**src/rtl/lego_bringup_pkg.sv**
```systemverilog
// Shared state encodings and sizing helpers for the LegoFPGA multi-channel bring-up sequencer.
package lego_bringup_pkg;

    localparam int ST_W = 3;

    localparam logic [ST_W-1:0] ST_IDLE       = 3'd0;
    localparam logic [ST_W-1:0] ST_RST_ASSERT = 3'd1;
    localparam logic [ST_W-1:0] ST_SETTLE     = 3'd2;
    localparam logic [ST_W-1:0] ST_WAIT_READY = 3'd3;
    localparam logic [ST_W-1:0] ST_UP         = 3'd4;
    localparam logic [ST_W-1:0] ST_FAIL       = 3'd5;

    function automatic int retry_width(input int max_retry);
        return (max_retry < 1) ? 1 : $clog2(max_retry + 1);
    endfunction

    function automatic int filt_width(input int loss_filt);
        return (loss_filt < 2) ? 1 : $clog2(loss_filt);
    endfunction

endpackage

```
**src/rtl/lego_bringup_ch.sv**
```systemverilog
// One bring-up channel: reset pulse, settle window, ready wait with bounded retry, UP loss filter.
// LEGO_BRINGUP_ACT_LED_EN adds the per-channel activity LED stretcher.
module lego_bringup_ch
    import lego_bringup_pkg::*;
#(
    parameter int RST_HOLD_CYC = 1250,
    parameter int SETTLE_CYC   = 625,
    parameter int TIMEOUT_CYC  = 1048576,
    parameter int MAX_RETRY    = 3,
    parameter int LOSS_FILT    = 2,
    parameter int CNT_W        = 21
) (
    input  logic clk,
    input  logic rst,
    input  logic locked,
    input  logic start_edge,
    input  logic enable,
    input  logic ready,
    output logic phy_rst_n,
    output logic ch_rst,
    output logic up,
    output logic fail,
    output logic busy
`ifdef LEGO_BRINGUP_ACT_LED_EN
    ,
    input  logic act_pulse,
    output logic act_led
`endif
);

    localparam int RETRY_W = retry_width(MAX_RETRY);
    localparam int LOSS_W  = filt_width(LOSS_FILT);

    localparam logic [CNT_W-1:0]   HOLD_LAST   = CNT_W'(RST_HOLD_CYC - 1);
    localparam logic [CNT_W-1:0]   SETTLE_LAST = CNT_W'(SETTLE_CYC - 1);
    localparam logic [CNT_W-1:0]   TO_LAST     = CNT_W'(TIMEOUT_CYC - 1);
    localparam logic [RETRY_W-1:0] RETRY_MAX   = RETRY_W'(MAX_RETRY);
    localparam logic [LOSS_W-1:0]  LOSS_LAST   = LOSS_W'(LOSS_FILT - 1);

    logic [ST_W-1:0]    state_r, state_s;
    logic [CNT_W-1:0]   timer_r, timer_s;
    logic [RETRY_W-1:0] retry_r, retry_s;
    logic [LOSS_W-1:0]  loss_r,  loss_s;

    // Next-state logic; lock loss and mask disable override every state.
    always_comb begin
        state_s = state_r;
        timer_s = timer_r;
        retry_s = retry_r;
        loss_s  = loss_r;
        if (!locked || !enable) begin
            state_s = ST_IDLE;
            timer_s = '0;
            retry_s = '0;
            loss_s  = '0;
        end else begin
            case (state_r)
                ST_IDLE, ST_FAIL: begin
                    if (start_edge) begin
                        state_s = ST_RST_ASSERT;
                        timer_s = '0;
                        retry_s = '0;
                    end else begin
                        state_s = state_r;
                    end
                end
                ST_RST_ASSERT: begin
                    if (timer_r == HOLD_LAST) begin
                        state_s = ST_SETTLE;
                        timer_s = '0;
                    end else begin
                        timer_s = timer_r + CNT_W'(1);
                    end
                end
                ST_SETTLE: begin
                    if (timer_r == SETTLE_LAST) begin
                        state_s = ST_WAIT_READY;
                        timer_s = '0;
                    end else begin
                        timer_s = timer_r + CNT_W'(1);
                    end
                end
                ST_WAIT_READY: begin
                    // Ready takes priority over a coincident timeout.
                    if (ready) begin
                        state_s = ST_UP;
                        timer_s = '0;
                        loss_s  = '0;
                    end else if (timer_r == TO_LAST) begin
                        timer_s = '0;
                        if (retry_r < RETRY_MAX) begin
                            state_s = ST_RST_ASSERT;
                            retry_s = retry_r + RETRY_W'(1);
                        end else begin
                            state_s = ST_FAIL;
                        end
                    end else begin
                        timer_s = timer_r + CNT_W'(1);
                    end
                end
                ST_UP: begin
                    if (ready) begin
                        loss_s = '0;
                    end else if (loss_r == LOSS_LAST) begin
                        state_s = ST_RST_ASSERT;
                        timer_s = '0;
                        retry_s = '0;
                        loss_s  = '0;
                    end else begin
                        loss_s = loss_r + LOSS_W'(1);
                    end
                end
                default: begin
                    state_s = ST_IDLE;
                    timer_s = '0;
                    retry_s = '0;
                    loss_s  = '0;
                end
            endcase
        end
    end

    // State, timer, retry and loss-filter registers.
    always_ff @(posedge clk) begin
        if (rst) begin
            state_r <= ST_IDLE;
            timer_r <= '0;
            retry_r <= '0;
            loss_r  <= '0;
        end else begin
            state_r <= state_s;
            timer_r <= timer_s;
            retry_r <= retry_s;
            loss_r  <= loss_s;
        end
    end

    // Outputs decode the state register only.
    always_comb begin
        phy_rst_n = 1'b0;
        ch_rst    = 1'b1;
        up        = 1'b0;
        fail      = 1'b0;
        busy      = 1'b0;
        case (state_r)
            ST_RST_ASSERT: busy = 1'b1;
            ST_SETTLE: begin
                phy_rst_n = 1'b1;
                busy      = 1'b1;
            end
            ST_WAIT_READY: begin
                phy_rst_n = 1'b1;
                ch_rst    = 1'b0;
                busy      = 1'b1;
            end
            ST_UP: begin
                phy_rst_n = 1'b1;
                ch_rst    = 1'b0;
                up        = 1'b1;
            end
            ST_FAIL: fail = 1'b1;
            default: phy_rst_n = 1'b0;
        endcase
    end

`ifdef LEGO_BRINGUP_ACT_LED_EN
    logic [22:0] act_cnt_r;

    // Activity stretcher: reloads on any pulse while UP, cleared outside UP.
    always_ff @(posedge clk) begin
        if (rst || (state_r != ST_UP)) begin
            act_cnt_r <= 23'd0;
        end else if (act_pulse) begin
            act_cnt_r <= 23'd4194304;
        end else if (act_cnt_r != 23'd0) begin
            act_cnt_r <= act_cnt_r - 23'd1;
        end else begin
            act_cnt_r <= act_cnt_r;
        end
    end

    assign act_led = (act_cnt_r != 23'd0);
`endif

endmodule

```
**src/rtl/lego_bringup_seq.sv**
```systemverilog
// Multi-channel bring-up sequencer top: start-edge detect, enable mask port, N_CH channel FSMs.
// Optional LEGO_BRINGUP_ACT_LED_EN adds act_pulse_i/act_led activity indication.
module lego_bringup_seq
    import lego_bringup_pkg::*;
#(
    parameter int N_CH         = 2,
    parameter int RST_HOLD_CYC = 1250,
    parameter int SETTLE_CYC   = 625,
    parameter int TIMEOUT_CYC  = 1048576,
    parameter int MAX_RETRY    = 3,
    parameter int LOSS_FILT    = 2,
    parameter int CNT_W        = 21
) (
    input  logic            clk_125,
    input  logic            sys_rst,
    input  logic            mmcm_locked_i,
    input  logic            start_config,
    input  logic [N_CH-1:0] control_data,
    input  logic            control_valid,
    output logic            control_ready,
    input  logic [N_CH-1:0] ch_ready_i,
    output logic [N_CH-1:0] phy_rst_n,
    output logic [N_CH-1:0] ch_rst,
    output logic [N_CH-1:0] ch_up,
    output logic [N_CH-1:0] ch_fail,
    output logic            all_up
`ifdef LEGO_BRINGUP_ACT_LED_EN
    ,
    input  logic [N_CH-1:0] act_pulse_i,
    output logic [N_CH-1:0] act_led
`endif
);

    logic            start_q_r;
    logic            start_edge_s;
    logic [N_CH-1:0] mask_r;
    logic [N_CH-1:0] busy_s;

    // Start edges seen while unlocked are dropped, not deferred.
    assign start_edge_s  = start_config & ~start_q_r & mmcm_locked_i;
    assign control_ready = mmcm_locked_i & ~sys_rst & ~(|busy_s);
    assign all_up        = (&(ch_up | ~mask_r)) & (|mask_r);

    // Registered copy of start_config for edge detection.
    always_ff @(posedge clk_125) begin
        if (sys_rst) begin
            start_q_r <= 1'b0;
        end else begin
            start_q_r <= start_config;
        end
    end

    // Enable mask, loaded on a control handshake.
    always_ff @(posedge clk_125) begin
        if (sys_rst) begin
            mask_r <= {N_CH{1'b1}};
        end else if (control_valid && control_ready) begin
            mask_r <= control_data;
        end else begin
            mask_r <= mask_r;
        end
    end

    for (genvar g = 0; g < N_CH; g++) begin : g_ch
        lego_bringup_ch #(
            .RST_HOLD_CYC (RST_HOLD_CYC),
            .SETTLE_CYC   (SETTLE_CYC),
            .TIMEOUT_CYC  (TIMEOUT_CYC),
            .MAX_RETRY    (MAX_RETRY),
            .LOSS_FILT    (LOSS_FILT),
            .CNT_W        (CNT_W)
        ) u_ch (
            .clk        (clk_125),
            .rst        (sys_rst),
            .locked     (mmcm_locked_i),
            .start_edge (start_edge_s),
            .enable     (mask_r[g]),
            .ready      (ch_ready_i[g]),
            .phy_rst_n  (phy_rst_n[g]),
            .ch_rst     (ch_rst[g]),
            .up         (ch_up[g]),
            .fail       (ch_fail[g]),
            .busy       (busy_s[g])
`ifdef LEGO_BRINGUP_ACT_LED_EN
            ,
            .act_pulse  (act_pulse_i[g]),
            .act_led    (act_led[g])
`endif
        );
    end

endmodule
```
**config.mk**
```make
export PLATFORM = sky130hd
export DESIGN_NAME = lego_bringup_seq
export DESIGN_NICKNAME = d
export VERILOG_FILES = /design/src/rtl/lego_bringup_pkg.sv /design/src/rtl/lego_bringup_ch.sv /design/src/rtl/lego_bringup_seq.sv
export SDC_FILE = /design/constraint.sdc
export NUM_CORES = 1
export LEC_CHECK = 0
export ABC_AREA = 1
export BUFFER_PORTS_ARGS = -buffer_cell sky130_fd_sc_hd__buf_2
export CELL_PAD_IN_SITES_DETAIL_PLACEMENT = 1
export CELL_PAD_IN_SITES_GLOBAL_PLACEMENT = 1
export CORE_ASPECT_RATIO = 0.7
export CORE_UTILIZATION = 42
export DETAILED_ROUTE_END_ITERATION = 10
export GPL_TIMING_DRIVEN = 0
export PLACE_DENSITY_LB_ADDON = 0.08
export SYNTH_ARGS = -nofsm -noshare
export SYNTH_HDL_FRONTEND = slang
export SYNTH_HIERARCHICAL = 1
export SYNTH_SLANG_ARGS = --single-unit
```
**constraint.sdc**
```tcl
create_clock -name clk_125 -period 1.8 [get_ports clk_125]
set_input_delay 0.45 -clock clk_125 [delete_from_list [all_inputs] [get_ports clk_125]]
set_output_delay 0.45 -clock clk_125 [all_outputs]
set_load 0.005 [all_outputs]
```
### Yosys cells after proc, flatten, opt, wreduce, memory -nomap -nowiden

Cells that the tools add are included.

| storage, ports and cells | value |
|---|---|
| bits in registers | 57 |
| output and inout bits | 10 |
| word-level logic and storage cells | 164 |

| operators by class | value |
|---|---|
| add/sub/neg operators | 6 |
| order comparisons | 2 |
| equality and inequality tests | 36 |
| muxes and demuxes | 63 |
| bitwise gates (word level) | 14 |
| reduce and logical (&&, ||, !) cells | 33 |

Operators by type and width:

| cell | count |
|---|---|
| two-way mux 21 bit | 13 |
| one-hot mux 21 bit (5 select lines) | 2 |
| two-way mux 3 bit | 15 |
| adder 21 x 1 -> 21 bit (second input constant) | 2 |
| == test 21 x 10 -> 1 bit (second input constant) | 2 |
| == test 21 x 11 -> 1 bit (second input constant) | 2 |
| == test 21 x 20 -> 1 bit (second input constant) | 2 |
| one-hot mux 3 bit (5 select lines) | 2 |
| two-way mux 2 bit | 11 |
| != test 2 x 1 -> 1 bit (second input constant) | 11 |
| OR reduction 2 bit | 10 |
| two-way mux 1 bit | 16 |
| one-hot mux 2 bit (4 select lines) | 2 |
| != test 2 bit (second input constant) | 7 |
| AND reduction 7 bit | 2 |
| == test 3 x 2 -> 1 bit (second input constant) | 4 |
| == test 3 bit (second input constant) | 4 |
| AND reduction 6 bit | 2 |
| OR reduction 3 bit | 4 |
| OR reduction 4 bit | 2 |
| inverter 1 bit | 7 |
| == test 3 x 1 -> 1 bit (second input constant) | 2 |
| zero test 3 bit | 2 |
| != test 3 x 2 -> 1 bit (second input constant) | 2 |
| 12 further kinds | 26 |

### Longest topological paths before layout

| depth | value |
|---|---|
| depth after elaboration | 7 |
| mapped depth | 11 |
| depth with buffers taken out | 11 |

### Hierarchy

Netlist, hierarchy kept.

By module, submodules not included:

| module | instances | cells an instance | area each (µm²) | sequential area each (µm²) |
|---|---|---|---|---|
| lego_bringup_ch at g_ch[1].u_ch | 1 | 282 | 1829.3 | 540.5 |
| lego_bringup_ch at g_ch[0].u_ch | 1 | 275 | 1699.1 | 540.5 |
| lego_bringup_seq | 1 | 22 | 157.7 | 60.1 |

### Worst setup path before layout

No wires, ideal clock.

| timing path | value |
|---|---|
| path type | input port to flip-flop |
| from | input port mmcm_locked_i |
| to | register g_ch[0].u_ch.timer_r[11] |
| library setup time | 0.117 ns |
| arrival time | 1.489 ns |
| slack | 0.194 ns |
| stages | 10 |
| buffers on the path | 1 |
| path through | inv_1 nor3_1 nor2_1 nand3_1 nand2_2 inv_2 buf_6 nand4_1 o21ai_0 nor2_2 |

| on the way | value |
|---|---|
| word-level cells in the longest chain between the ends | 3 |

RTL lines:

| item | line | text |
|---|---|---|
| start, declared | lego_bringup_seq.sv:16 | `input logic mmcm_locked_i,` |
| bitwise AND 1 bit | lego_bringup_seq.sv:40 | `assign start_edge_s = start_config & ~start_q_r & mmcm_locked_i;` |
| net start_edge_s | lego_bringup_seq.sv:35 | `logic start_edge_s;` |
| != test 2 x 1 -> 1 bit (no line) | - |  |
| AND reduction 3 bit (no line) | - |  |
| end signal, assigned | lego_bringup_ch.sv:132 | `timer_r <= timer_s;` |
| end, declared | lego_bringup_ch.sv:41 | `logic [CNT_W-1:0] timer_r, timer_s;` |

The timed path passes the listed nets, and every way through them passes these cells.
A chain may end at the register's enable or synchronous reset.

### Worst setup path after layout

| timing path | value |
|---|---|
| from | register g_ch[0].u_ch.timer_r[6] |
| to | register g_ch[0].u_ch.timer_r[5] |

| on the way | value |
|---|---|
| word-level cells in the longest chain between the ends | 4 |

RTL lines:

| item | line | text |
|---|---|---|
| == test 21 x 20 -> 1 bit | lego_bringup_ch.sv:89 | `end else if (timer_r == TO_LAST) begin` |
| two-way mux 21 bit | lego_bringup_ch.sv:89 |  |
| two-way mux 21 bit | lego_bringup_ch.sv:85 | `if (ready) begin` |
| one-hot mux 21 bit (5 select lines) (*) | lego_bringup_ch.sv:57 | `case (state_r)` |

Mark *: on every way between the ends. The rest lies on a longest branch, timed or not.

==> impl_metrics.json <==
{
  "status": "finished, violations left",
  "violations": "setup timing",
  "vias_per_cell": 5.406,
  "critPathBufInv": 2,
  "num_vias": 4076,
  "cts_tree": "done",
  "postSynthCellCount": 579,
  "hp-class": "in2reg",
  "comb_power_share_pct": 13.6,
  "final_cell_mix": "128 x nand2_1, 86 x nor2_1, 61 x inv_1",
  "drt_iter0_markers": 285,
  "ys_seq_area_share_pct": 30.96,
  "grt_pass1_wl_um": 18600,
  "dp_hpwl_um": 8326,
  "grt_pass1_vias": 3738,
  "fin_crit_sh_pct": 101.9,
  "track_usage_pct": 26.51,
  "cts-hold-fix-buffers": 0,
  "fin_util_pct": 55.87,
  "pwr-share-clk_pct": 49.5,
  "syn-num-nets": 596,
  "cp_data_arrival_time_ns": 2.05,
  "ant_nets": 0,
  "routedWlPerCell_um": 17.43,
  "numCtsBuffers": 9,
  "grt_overflow": 0,
  "crit_path_max_incr_delay_ns": 0.40,
  "clockBufferDepth": 2,
  "worstMarginPinSlew_ns": 0.4326,
  "rsz0062_at_grt": "yes",
  "drv_cap": 0,
  "path_max_fanout": 7,
  "fp.coreArea_mm2": 0.008478,
  "cts_sinks": 57,
  "start_util_pct": 43.48,
  "fmax_ghz": 0.5451,
  "netSwitchingFraction_pct": 26.79,
  "crit_top_cell": "nand2_1",
  "worstSkewPairLatency_ns": 0.33,
  "slew_headroom_pct": 71.09,
  "cp_data_required_time_ns": 2.02,
  "dp_cells": 717,
  "drcViolationCount": 0,
  "final_cells": 754,
  "worstSetupPathType": "reg2reg",
  "synth_cell_types": 34,
  "crit_path_start_kind": "flop",
  "hold_ws_ns": 0.3510,
  "crit_family": "simple AND/OR/NAND/NOR gates",
  "place.gp.congestion": 0.8718,
  "ir_drop_uv": 482.4,
  "die_area_mm2": 0.009161,
  "yosys_register_bits": 57,
  "power_leakage_nw": 1.962,
  "seqPwrFrac_pct": 36.9,
  "slew_violations": 0,
  "die_h_um": 80.38,
  "antenna_cells": 0,
  "pin_count": 19,
  "hold_violations": 0,
  "crit_chain": "nand2_1 -> inv_1 -> nand2_1 -> nor2_2 -> nand3_1 -> nand2_2 -> nand4_4 -> nand2_4 -> clkbuf_16 -> nor2_1",
  "avgSynthCellArea_um2": 6.366,
  "drtPass1Iterations": 4,
  "power_density_mw_per_mm2": 737.5,
  "antenna_found_initial": 0,
  "die_width_um": 114.0,
  "layout.nets": 647,
  "finalPower_mw": 3.493,
  "cts_root_buffer": "clkbuf_16",
  "crit_path_end_kind": "flop",
  "crit_slowest_cell": "dfxtp_1",
  "skew_ns": 0.005727,
  "period_minus_slack_ns": 1.834,
  "p_int_mw": 2.557,
  "drt-total-wl_um": 13140,
  "final_common_cell": "nand2_1",
  "path_clk_slew_ns": 0.05,
  "io_buffers": 18,
  "grt_max_degree": 11,
  "layout-drive-gt1-share_pct": 27.92,
  "synthToLayoutAreaGrowth_pct": 28.51,
  "finalSetupViolCount": 7,
  "ctsHtreeMaxLevel": 3,
  "setup_ws_ns": -0.03447,
  "fin_tns_setup_ns": -0.08521,
  "rows": 28,
  "synthesis.area_mm2": 0.003686,
  "yosys_warnings": 6,
  "switchingPower_uw": 936.0
}
## synthesized netlist by cell type
cell type,number,share of area [%]
xor2_1,8,1.9
nor3_2,3,0.81
o21ai_0,26,3.5
nor3_1,17,2.3
buf_4,2,0.41
dfxtp_1,57,31
ha_1,8,2.7
o21a_1,1,0.20
o21ai_1,2,0.27
nand3_2,4,1.1
o22ai_1,2,0.34
xnor2_1,2,0.48
nor2_8,1,0.54
nand4_4,2,1.2
a31oi_1,2,0.34
a22oi_1,1,0.20
inv_2,9,0.92
buf_6,3,0.92
a21oi_1,26,3.5
inv_1,70,7.1
clkinv_1,2,0.20
nor4_1,2,0.34
nand2_4,4,1.2
nor2_4,3,0.92
nand2_1,136,14
nand3_4,2,0.95
nand3_1,46,6.2
o21bai_1,1,0.20
nor3b_1,1,0.20
buf_2,3,0.41
nand2_2,10,1.7
nor2_2,9,1.5
nor2_1,101,10
nand4_1,13,2.2
## metrics by stage
step	area [um^2]	setup slack (ns)
after floorplan	3686	0.1938
after global placement	3926	-0.3743
after detailed placement	3926	-0.4223
after CTS	4300	-0.06249
after global routing	4737	-0.1670
final	4737	-0.03447
## routing by layer
layer | GRT usage (%) | routed length (um)
met2 | 39.70 | 5916
met1 | 38.10 | 6550
met5 | 0 | 0
met4 | 7.532 | 142
met3 | 5.358 | 532
## area by class of cell
cell class,count,area [um^2]
multi-input cells,435,2459
well taps,120,150.1
inverters,81,314.1
repair buffers,38,270.3
clock inverters,3,40.04
plain buffers,8,73.82
clock buffers,12,256.5
fillers,1155,3741
flip-flops and latches,57,1174
## state kept, by name (all words and copies together) (netlist names)
name and cells:
g_ch.u_ch/timer_r 42, g_ch.u_ch/state_r 6, g_ch.u_ch/retry_r 4, g_ch.u_ch/loss_r 2, mask_r 2, start_q_r 1
## kinds of logic (layout without fill, tap and decap cells)
family,after synthesis,after routing,synth area share (%)
flip-flops,57,57,30.96
buffers and inverters,89,142,9.979
XOR/XNOR,10,10,2.376
AO/OA/AOI/OAI,61,61,8.622
AND/OR/NAND/NOR,354,356,45.35
adder cells (fa/ha/maj),8,8,2.716
## power groups by stage
stage / Clock [mW] / Combinational [mW] / Sequential, mW
2_1_floorplan: 0 / 0.236 / 1.31
3_3_place_gp: 0 / 0.346 / 1.31
3_5_place_dp: 0 / 0.356 / 1.31
4_1_cts: 1.76 / 0.372 / 1.29
5_1_grt: 1.81 / 0.502 / 1.29
6_report: 1.73 / 0.474 / 1.29
## worst reg2reg max path: cells and delay by family (launching register included)
| kind | cells | cell delay, ns |
|---|---|---|
| and+or+nand+nor | 8 | 1.03 |
| DFF | 1 | 0.40 |
| buffers and inverters | 2 | 0.30 |
## what timing repair did
item,CTS,global route
pin swaps,3,29
setup buffers,4,15
setup endpoints to repair,31,47
gates cloned,0,3
gates resized for setup,19,84
## worst paths after layout
check,start,end,slack [ns],cells past startpoint
setup reg to reg,g_ch[0].u_ch/timer_r[6]$_SDFFE_PP0P_,g_ch[0].u_ch/timer_r[5]$_SDFFE_PP0P_,-0.03,10
setup / recovery,g_ch[0].u_ch/timer_r[6]$_SDFFE_PP0P_,g_ch[0].u_ch/timer_r[5]$_SDFFE_PP0P_,-0.03,10
hold / removal,start_config,start_q_r$_SDFF_PP0_,0.35,3
hold reg to reg,g_ch[0].u_ch/loss_r$_SDFFE_PP0P_,g_ch[0].u_ch/loss_r$_SDFFE_PP0P_,0.48,2
No activity file was read; power rests on OpenSTA's default activity.
